--- src/rtl/hazard_ctrl_unit.sv ---
// hazard_ctrl_unit: central freeze/flush control for the 5-stage ARM pipeline.
// Combines RAW data hazards, taken branches and a multi-cycle memory wait
// handshake into per-register freeze/flush strobes, and keeps saturating
// stall/flush event counters for performance debug.
// Optional build macro HAZARD_FWD_EN: when defined, an EXE/MEM forwarding
// unit is assumed, so only load-use hazards stall the front end.
module hazard_ctrl_unit #(
    parameter int REG_AW       = 4,
    parameter int BR_FLUSH_CYC = 1,
    parameter int MEM_TIMEOUT  = 16,
    parameter int CNT_W        = 16
) (
    input  logic              clk,
    input  logic              rst,
    input  logic              id_valid_i,
    input  logic [REG_AW-1:0] id_src1_i,
    input  logic [REG_AW-1:0] id_src2_i,
    input  logic              id_use_src1_i,
    input  logic              id_use_src2_i,
    input  logic [REG_AW-1:0] exe_dest_i,
    input  logic              exe_wb_en_i,
    input  logic              exe_mem_r_en_i,
    input  logic [REG_AW-1:0] mem_dest_i,
    input  logic              mem_wb_en_i,
    input  logic              branch_taken_i,
    input  logic              mem_req_i,
    input  logic              mem_ready_i,
    output logic              freeze_pc_o,
    output logic              freeze_if_id_o,
    output logic              freeze_id_ex_o,
    output logic              freeze_ex_mem_o,
    output logic              flush_if_id_o,
    output logic              flush_id_ex_o,
    output logic              mem_err_o,
    output logic              mem_err_sticky_o,
    output logic [CNT_W-1:0]  stall_cnt_o,
    output logic [CNT_W-1:0]  flush_cnt_o
);

    typedef enum logic [1:0] {
        RUN      = 2'd0,
        MEM_WAIT = 2'd1,
        BR_FLUSH = 2'd2
    } state_t;

    localparam logic [7:0] TIMEOUT_LIM = 8'(MEM_TIMEOUT);
    localparam logic [2:0] BR_EXTRA    = 3'(BR_FLUSH_CYC - 1);
    localparam logic [CNT_W-1:0] CNT_MAX = '1;

    state_t           state_q, state_d;
    logic [7:0]       waitCnt_q, waitCnt_d;
    logic [2:0]       brRemain_q, brRemain_d;
    logic [CNT_W-1:0] stallCnt_q, stallCnt_d;
    logic [CNT_W-1:0] flushCnt_q, flushCnt_d;
    logic             errSticky_q, errSticky_d;

    logic hitSrc1, hitSrc2, rawHit, memStall;
    logic freezeAll, freezeFront, flushBoth, bubble, memErr;
    logic countStall, countFlush;

`ifdef HAZARD_FWD_EN
    // With forwarding only a load in EXE can't supply its result in time.
    assign hitSrc1 = exe_wb_en_i & exe_mem_r_en_i & (exe_dest_i == id_src1_i);
    assign hitSrc2 = exe_wb_en_i & exe_mem_r_en_i & (exe_dest_i == id_src2_i);

    // The MEM-stage producer is always forwarded, so its fields are not needed.
    logic [REG_AW:0] unusedMemFields;
    assign unusedMemFields = {mem_wb_en_i, mem_dest_i};
`else
    // Without forwarding any pending writer in EXE or MEM blocks the reader.
    assign hitSrc1 = (exe_wb_en_i & (exe_dest_i == id_src1_i)) |
                     (mem_wb_en_i & (mem_dest_i == id_src1_i));
    assign hitSrc2 = (exe_wb_en_i & (exe_dest_i == id_src2_i)) |
                     (mem_wb_en_i & (mem_dest_i == id_src2_i));

    // Load-ness of the EXE producer only matters when forwarding exists.
    logic unusedLoadFlag;
    assign unusedLoadFlag = exe_mem_r_en_i;
`endif

    assign rawHit   = id_valid_i & ((id_use_src1_i & hitSrc1) | (id_use_src2_i & hitSrc2));
    assign memStall = mem_req_i & ~mem_ready_i;

    // Next-state and same-cycle control decode; memory stall beats branch beats RAW.
    always_comb begin
        state_d     = state_q;
        waitCnt_d   = waitCnt_q;
        brRemain_d  = brRemain_q;
        freezeAll   = 1'b0;
        freezeFront = 1'b0;
        flushBoth   = 1'b0;
        bubble      = 1'b0;
        memErr      = 1'b0;
        countStall  = 1'b0;
        countFlush  = 1'b0;
        case (state_q)
            RUN: begin
                if (memStall) begin
                    freezeAll = 1'b1;
                    state_d   = MEM_WAIT;
                    waitCnt_d = 8'd1;
                end else if (branch_taken_i) begin
                    flushBoth  = 1'b1;
                    countFlush = 1'b1;
                    if (BR_FLUSH_CYC > 1) begin
                        state_d    = BR_FLUSH;
                        brRemain_d = BR_EXTRA;
                    end
                end else if (rawHit) begin
                    freezeFront = 1'b1;
                    bubble      = 1'b1;
                    countStall  = 1'b1;
                end
            end
            MEM_WAIT: begin
                if (mem_ready_i) begin
                    state_d   = RUN;
                    waitCnt_d = 8'd0;
                    if (branch_taken_i) begin
                        flushBoth  = 1'b1;
                        countFlush = 1'b1;
                        if (BR_FLUSH_CYC > 1) begin
                            state_d    = BR_FLUSH;
                            brRemain_d = BR_EXTRA;
                        end
                    end
                end else if (waitCnt_q < TIMEOUT_LIM) begin
                    freezeAll = 1'b1;
                    waitCnt_d = waitCnt_q + 8'd1;
                end else begin
                    memErr    = 1'b1;
                    state_d   = RUN;
                    waitCnt_d = 8'd0;
                end
            end
            BR_FLUSH: begin
                if (memStall) begin
                    freezeAll  = 1'b1;
                    state_d    = MEM_WAIT;
                    waitCnt_d  = 8'd1;
                    brRemain_d = 3'd0;
                end else begin
                    flushBoth  = 1'b1;
                    brRemain_d = brRemain_q - 3'd1;
                    if (brRemain_q <= 3'd1) begin
                        state_d    = RUN;
                        brRemain_d = 3'd0;
                    end
                end
            end
            default: begin
                state_d = RUN;
            end
        endcase
    end

    // Saturating event counters and the sticky timeout flag.
    always_comb begin
        stallCnt_d  = stallCnt_q;
        flushCnt_d  = flushCnt_q;
        errSticky_d = errSticky_q | memErr;
        if (countStall && (stallCnt_q != CNT_MAX)) begin
            stallCnt_d = stallCnt_q + CNT_W'(1);
        end
        if (countFlush && (flushCnt_q != CNT_MAX)) begin
            flushCnt_d = flushCnt_q + CNT_W'(1);
        end
    end

    // State, counters and sticky flag, all cleared asynchronously by rst.
    always_ff @(posedge clk or posedge rst) begin
        if (rst) begin
            state_q     <= RUN;
            waitCnt_q   <= 8'd0;
            brRemain_q  <= 3'd0;
            stallCnt_q  <= '0;
            flushCnt_q  <= '0;
            errSticky_q <= 1'b0;
        end else begin
            state_q     <= state_d;
            waitCnt_q   <= waitCnt_d;
            brRemain_q  <= brRemain_d;
            stallCnt_q  <= stallCnt_d;
            flushCnt_q  <= flushCnt_d;
            errSticky_q <= errSticky_d;
        end
    end

    // Strobes are gated by rst so every freeze/flush drops the moment reset rises.
    assign freeze_pc_o      = ~rst & (freezeAll | freezeFront);
    assign freeze_if_id_o   = ~rst & (freezeAll | freezeFront);
    assign freeze_id_ex_o   = ~rst & freezeAll;
    assign freeze_ex_mem_o  = ~rst & freezeAll;
    assign flush_if_id_o    = ~rst & flushBoth;
    assign flush_id_ex_o    = ~rst & (flushBoth | bubble);
    assign mem_err_o        = ~rst & memErr;
    assign mem_err_sticky_o = errSticky_q;
    assign stall_cnt_o      = stallCnt_q;
    assign flush_cnt_o      = flushCnt_q;

endmodule

--- config.mk ---
export PLATFORM = sky130hd
export DESIGN_NAME = hazard_ctrl_unit
export DESIGN_NICKNAME = d
export VERILOG_FILES = /design/src/rtl/hazard_ctrl_unit.sv
export SDC_FILE = /design/constraint.sdc
export NUM_CORES = 1
export LEC_CHECK = 0
export CAP_MARGIN = 20
export CORE_AREA = 5 5 87 89
export DETAILED_ROUTE_END_ITERATION = 16
export DIE_AREA = 0 0 92 94
export PLACE_DENSITY_LB_ADDON = 0.12
export SYNTH_ARGS = -nofsm -noshare
export SYNTH_HDL_FRONTEND = slang
export SYNTH_SLANG_ARGS = --single-unit
--- constraint.sdc ---
create_clock -name clk -period 3.29 [get_ports clk]
set_input_delay 0.658 -clock clk [delete_from_list [all_inputs] [get_ports clk]]
set_output_delay 0.658 -clock clk [all_outputs]
set_load 0.05 [all_outputs]
# After elaboration in Yosys (flattened, before gate mapping)

Index checks and enable logic that the tools add are counted.

Add/sub/neg operators: 4
Multiply operators: 0
Div/mod/pow operators: 0
$lt $le $gt $ge: 2
Equal/unequal tests: 12
Shifts and indexed selects: 0
Mux-type cells: 29
Bitwise logic cells: 21
Reductions and logical operators: 7

Operators by type and width:

| operator                                                                          | number |
|---|---|
| 16-bit by 1-bit adder with 16-bit output (second input constant)                  | 2 |
| 16-bit inequality test (second input constant)                                    | 2 |
| 8-bit two-way mux                                                                 | 3 |
| 4-bit equality test                                                               | 4 |
| 8-bit case mux with 2 select lines                                                | 1 |
| 1-bit two-way mux                                                                 | 14 |
| 1-bit AND                                                                         | 13 |
| 2-bit two-way mux                                                                 | 5 |
| 8-bit by 1-bit adder with 8-bit output (second input constant)                    | 1 |
| 8-bit by 5-bit less-than comparator with 1-bit output (second input constant)     | 1 |
| 3-bit two-way mux                                                                 | 2 |
| 3-bit inequality test (second input constant)                                     | 2 |
| 1-bit bitwise OR                                                                  | 6 |
| 2-bit case mux with 3 select lines                                                | 1 |
| 1-bit case mux with 2 select lines                                                | 2 |
| 3-bit by 1-bit less-or-equal comparator with 1-bit output (second input constant) | 1 |
| 1-bit case mux with 3 select lines                                                | 1 |
| 3-bit AND reduction                                                               | 1 |
| 3-bit by 1-bit subtractor with 3-bit output (second input constant)               | 1 |
| 2-bit by 1-bit equality test with 1-bit output (second input constant)            | 1 |
| 2-bit equality test (second input constant)                                       | 1 |
| 1-bit logical AND                                                                 | 2 |
| 2-bit zero test                                                                   | 1 |
| 2-bit by 1-bit inequality test with 1-bit output (second input constant)          | 1 |
| 5 further kinds                                                                   | 6 |

Register bits: 46
Latch bits: 0
Bits in writable memories: 0
Bits in read-only memories: 0
Output and inout bits: 40
Logic and storage cells: 81
Memories kept: 0

# Depth between registers and ports, before layout

Word-level depth: 12
Mapped depth: 7
Depth with buffers taken out: 6

# Least setup slack after synthesis

OpenSTA, ideal clock, no wires.

Kind: input port to output port
From: input port mem_dest_i[1]
To: output port freeze_pc_o
Arrival time: 2.608 ns
Required time: 2.632 ns
Path slack: 0.024 ns
Cell stages on the path: 6
Path through: xor2_1 nor4_2 nor4_4 nand2b_1 a21oi_1 buf_4

Word-level cells in the longest chain between the ends: 12
Elaborated cells on any way between the ends: 16
Those cells by class: 2 x eq/ne; 4 x mux; 10 x bitwise

Ends and longest elaborated chain:

| what                                          | line   | source |
|---|---|---|
| from (decl)                                   | 23     | `input logic [REG_AW-1:0] mem_dest_i,` |
| 4-bit equality test, on equally long branches | 72, 74 |  |
| 1-bit AND, on equally long branches           | 72, 74 |  |
| 1-bit bitwise OR, on equally long branches    | 71, 73 |  |
| 1-bit AND                                     | 81     | `assign rawHit = id_valid_i & ((id_use_src1_i & hitSrc1) \| (id_use_src2_i & hitSrc2));` |
| 1-bit bitwise OR *                            | 81     |  |
| 1-bit AND *                                   | 81     |  |
| 1-bit two-way mux *                           | 109    | `end else if (rawHit) begin` |
| 1-bit two-way mux *                           | 102    | `end else if (branch_taken_i) begin` |
| 1-bit two-way mux *                           | 98     | `if (memStall) begin` |
| 1-bit two-way mux *                           | 96     | `case (state_q)` |
| 1-bit bitwise OR *                            | --     |  |
| 1-bit AND *                                   | --     |  |
| to (decl)                                     | 28     | `output logic freeze_pc_o,` |

Mark *: on every way between the ends. The rest lies on a longest branch, timed or not.

# Worst setup path after layout

From: input port id_src2_i[2]
To: output port freeze_if_id_o

Word-level cells in the longest chain between the ends: 12
Elaborated cells on any way between the ends: 14
Those cells by class: 2 x eq/ne; 4 x mux; 8 x bitwise

Ends and longest elaborated chain:

| what                                          | line   | source |
|---|---|---|
| from (decl)                                   | 17     | `input logic [REG_AW-1:0] id_src2_i,` |
| 4-bit equality test, on equally long branches | 73, 74 |  |
| 1-bit AND, on equally long branches           | 73, 74 |  |
| 1-bit bitwise OR *                            | 73     | `assign hitSrc2 = (exe_wb_en_i & (exe_dest_i == id_src2_i)) \|` |
| 1-bit AND *                                   | 81     |  |
| 1-bit bitwise OR *                            | 81     |  |
| 1-bit AND *                                   | 81     |  |
| 1-bit two-way mux *                           | 109    |  |
| 1-bit two-way mux *                           | 102    |  |
| 1-bit two-way mux *                           | 98     |  |
| 1-bit two-way mux *                           | 96     |  |
| 1-bit bitwise OR *                            | 191    | `assign freeze_if_id_o = ~rst & (freezeAll \| freezeFront);` |
| 1-bit AND *                                   | 191    |  |
| to (decl)                                     | 29     | `output logic freeze_if_id_o,` |

Marked as above.

==> summary.md <==
| Metric | Value |
|---|---|
| Outcome | `finished, final reports clean` |
| Syn_nets | `244` |
| Min Tclk post-route | `3060 ps` |
| Die ar. | `0.00865 mm2` |
| Lkg Pwr | `1.35 nW` |
| Die Y | `94 um` |
| Fillcell total | `648` |
| Critical Path Fanout Max | `2` |
| WL per Instance | `13.8 um` |
| Most frequent cells in the layout | `clkdlybuf4s50_1 (59), dfrtp_1 (42), xor2_1 (26), xnor2_1 (20), nand2_1 (20)` |
| Avg Vias per Cell | `4.84` |
| # diodes | `0` |
| Sequential Power Share | `42.1%` |
| Net switching power | `0.523 mW` |
| RSZ-0062 raised after global routing | `false` |
| DP Worst Slack | `215 ps` |
| Max Cap Viol | `0` |
| Final cell count without fillers | `364` |
| DRT Wirelength | `5010 um` |
| Yosys Warn Count | `0` |
| Die width | `92 um` |
| Post-CTS Hold Fix Bufs | `0` |
| Critical Path Source Type | `primary input` |
| Post-CTS Setup Repair Bufs | `0` |
| Pins Over Slew Limit | `0` |
| Met3 usage in global routing | `3.61%` |
| Largest family of logic cells by synthesized area | `simple AND/OR/NAND/NOR gates` |
| Setup ws final | `227 ps` |
| CTS tree | `done` |
| Final Cycle Share | `93.1%` |
| Power Density | `484 mW/mm2` |
| Largest net degree at the start of global routing | `36` |
| Core Util, Final | `46.7%` |
| Area delta synth->final | `36.4%` |
| Clk pin slew, worst setup/hold paths | `80 ps` |
| Worst slew margin | `56.7%` |
| First-pass GRT wire length | `8560 um` |
| Worst Skew | `7.30 ps` |
| Synth cell types | `40` |
| Post-DP HPWL | `3850 um` |
| FMAX | `326 MHz` |
| Final #Nets | `314` |
| CTS resizes | `0` |
| Switching part of the total | `34.7%` |
| Final ANT Viol Nets | `0` |
| Worst setup EP type | `output pin` |
| Row Count | `30` |
| Post-synthesis xor/xnor area fraction | `17.6%` |
| Layout cell share with drive strength beyond 1 | `13.4%` |
| Global route overflow | `0` |
| Hold Slack | `482 ps` |
| Crit path to | `freeze_if_id_o` |
| R2r endpoint | `stall_cnt_o[7]` |
| Most common cell after layout, fill and taps aside | `clkdlybuf4s50_1` |
| Global routing usage on met1 | `16.1%` |
| Top cells by area, synth | `dfrtp_1 (46%), xor2_1 (10%), xnor2_1 (7.7%), nor3_2 (4.4%), nand3_1 (3.5%)` |
| Post-route setup TNS | `0 ps` |
| Via Count | `1761` |
| Core Region | `0.00668 mm2` |
| Adder-cell share of the synthesized area | `1.64%` |
| Buffers on Ports | `65` |
| Number of synthesized register bits | `42` |
| Maximum clock path buffer count | `2` |
| Hold path depth | `1` |
| Starting Density | `34.3%` |
| I/O pin cnt | `67` |
| Post-synthesis simple-gate area fraction | `26.6%` |
| Final hold viol count | `0` |
| DRC Markers | `0` |
| Gate power share | `30.6%` |
| Worst endpoint required time | `2630 ps` |
| FF-to-FF path depth | `5` |
| Internal reg-to-reg setup slack | `1380 ps` |
| WS Path Type | `primary input to output pin` |
| Vias in the first global route | `1843` |
| Clk root buf | `clkbuf_8` |
| Mapped Area | `0.00229 mm2` |
| WP data arrival | `2400 ps` |
| Initial antenna violation count | `0` |
| Post-Synthesis Cells | `214` |
| Hold/Removal Path Class | `flop to flop` |
| Max VDD drop | `0.351 mV` |
| Internal | `0.986 mW` |
| DRT iter0 DRCs | `55` |
| Gpl congestion | `0.737` |
| Setup Viol. Count Final | `0` |
| Clk_lat worst skew | `300 ps` |
| Worst Setup SP | `id_src2_i[2]` |
| Clock power share | `27.3%` |
| M2 GR Usage | `20.0%` |
| Mux contribution to synthesized area | `1.15%` |
| Gr usage total | `12.5%` |
| Largest area contributor in the netlist | `dfrtp_1` |
| Sequential element share of the synthesized area | `45.9%` |
| Placed instance count | `357` |
| Pre-antenna DRT Iters | `4` |
| Mean Syn Cell Area | `10.7 um2` |
| Post-synth top area share | `45.9%` |
| TritonCTS Sinks | `42` |
| Max H-tree Level | `2` |
| Synth Area in Compound Gates | `4.59%` |
| RR Startpoint | `stall_cnt_o[0]` |
| GRT Max-Usage Layer | `met2` |
| CTS Buf Count | `5` |
| Least-Margin Pin Slew | `644 ps` |
==> cells by family (layout without fill, tap and decap cells) <==
family	count (synthesis)	in the layout
XOR/XNOR	46	46
multiplexers	2	2
buffers and inverters	11	81
AO/OA/AOI/OAI	15	15
adder cells (fa/ha/maj)	3	3
flip-flops	42	42
AND/OR/NAND/NOR	95	95
==> metal layers <==
| metal | part of all wire, % | vias up |
|---|---|---|
| met3 | 5.9 | 8 |
| met2 | 46 | 41 |
| met1 | 47 | 825 |
| li1 | - | 887 |
| met4 | 1.6 | 0 |
| met5 | 0 | - |
==> area by class of cell <==
type | instances | area [um2] | area share, %
Multi-Input combinational cell | 161 | 1180 | 37.8
Sequential cell | 42 | 1050 | 33.7
Timing Repair Buffer | 67 | 651 | 20.8
Tap cell | 80 | 100 | 3.21
Clock buffer | 6 | 82.6 | 2.65
Clock inverter | 1 | 30.0 | 0.962
Inverter | 7 | 26.3 | 0.842
==> worst min path at each step <==
| stage | from | to | slack (ps) |
|---|---|---|---|
| floorplan | waitCnt_q[4] | waitCnt_q[4] | 450 |
| global placement | mem_err_sticky_o | mem_err_sticky_o | 470 |
| detailed placement | mem_err_sticky_o | mem_err_sticky_o | 460 |
| CTS | mem_err_sticky_o | mem_err_sticky_o | 480 |
| global route | mem_err_sticky_o | mem_err_sticky_o | 500 |
| finish | mem_err_sticky_o | mem_err_sticky_o | 480 |
==> power groups by stage <==
| stage | logic [mW] | clock network (mW) | registers (mW) |
|---|---|---|---|
| 5_1_grt | 0.495 | 0.448 | 0.647 |
| 6_report | 0.462 | 0.413 | 0.635 |
| 3_5_place_dp | 0.468 | 0 | 0.646 |
| 2_1_floorplan | 0.143 | 0 | 0.794 |
| 4_1_cts | 0.468 | 0.433 | 0.637 |
| 3_3_place_gp | 0.464 | 0 | 0.645 |
==> sequential cells by signal (all words and copies together), names as in the netlist <==
register	count
flush_cnt_o	16
stall_cnt_o	16
waitCnt_q	8
mem_err_sticky_o	1
state_q	1
==> cells in the mapped netlist (all sizes together) <==
cell type   n
nor4b       1
nand4b      1
nand2b      1
and3b       2
nor2b       2
a22o        3
nor3b       1
buf         3
and4        2
o21bai      1
nand3b      1
a31oi       1
nor3       14
a21oi       4
nand2      21
clkbuf      1
nor2        8
nand3      16
xor2       26
and3        4
dfrtp      42
o21ai       6
and2        3
mux2        2
xnor2      20
ha          3
nor4        7
or2         1
nand4      10
inv         7
==> per-stage QoR <==
step	total power, mW	cell area (um2)
CTS	1.54	3120
global placement	1.11	3010
global route	1.59	3120
finish	1.51	3120
detailed placement	1.11	3010
floorplan	0.937	2290
==> critical path, cell delays in order <==
cell and delay [ps]:
clkdlybuf4s50_1 510, xnor2_1 130, nand3_1 120, nor4_2 260, nor4_4 100, nand2b_1 200, a21oi_1 190, buf_4 230
No activity file was read; power rests on OpenSTA's default activity.
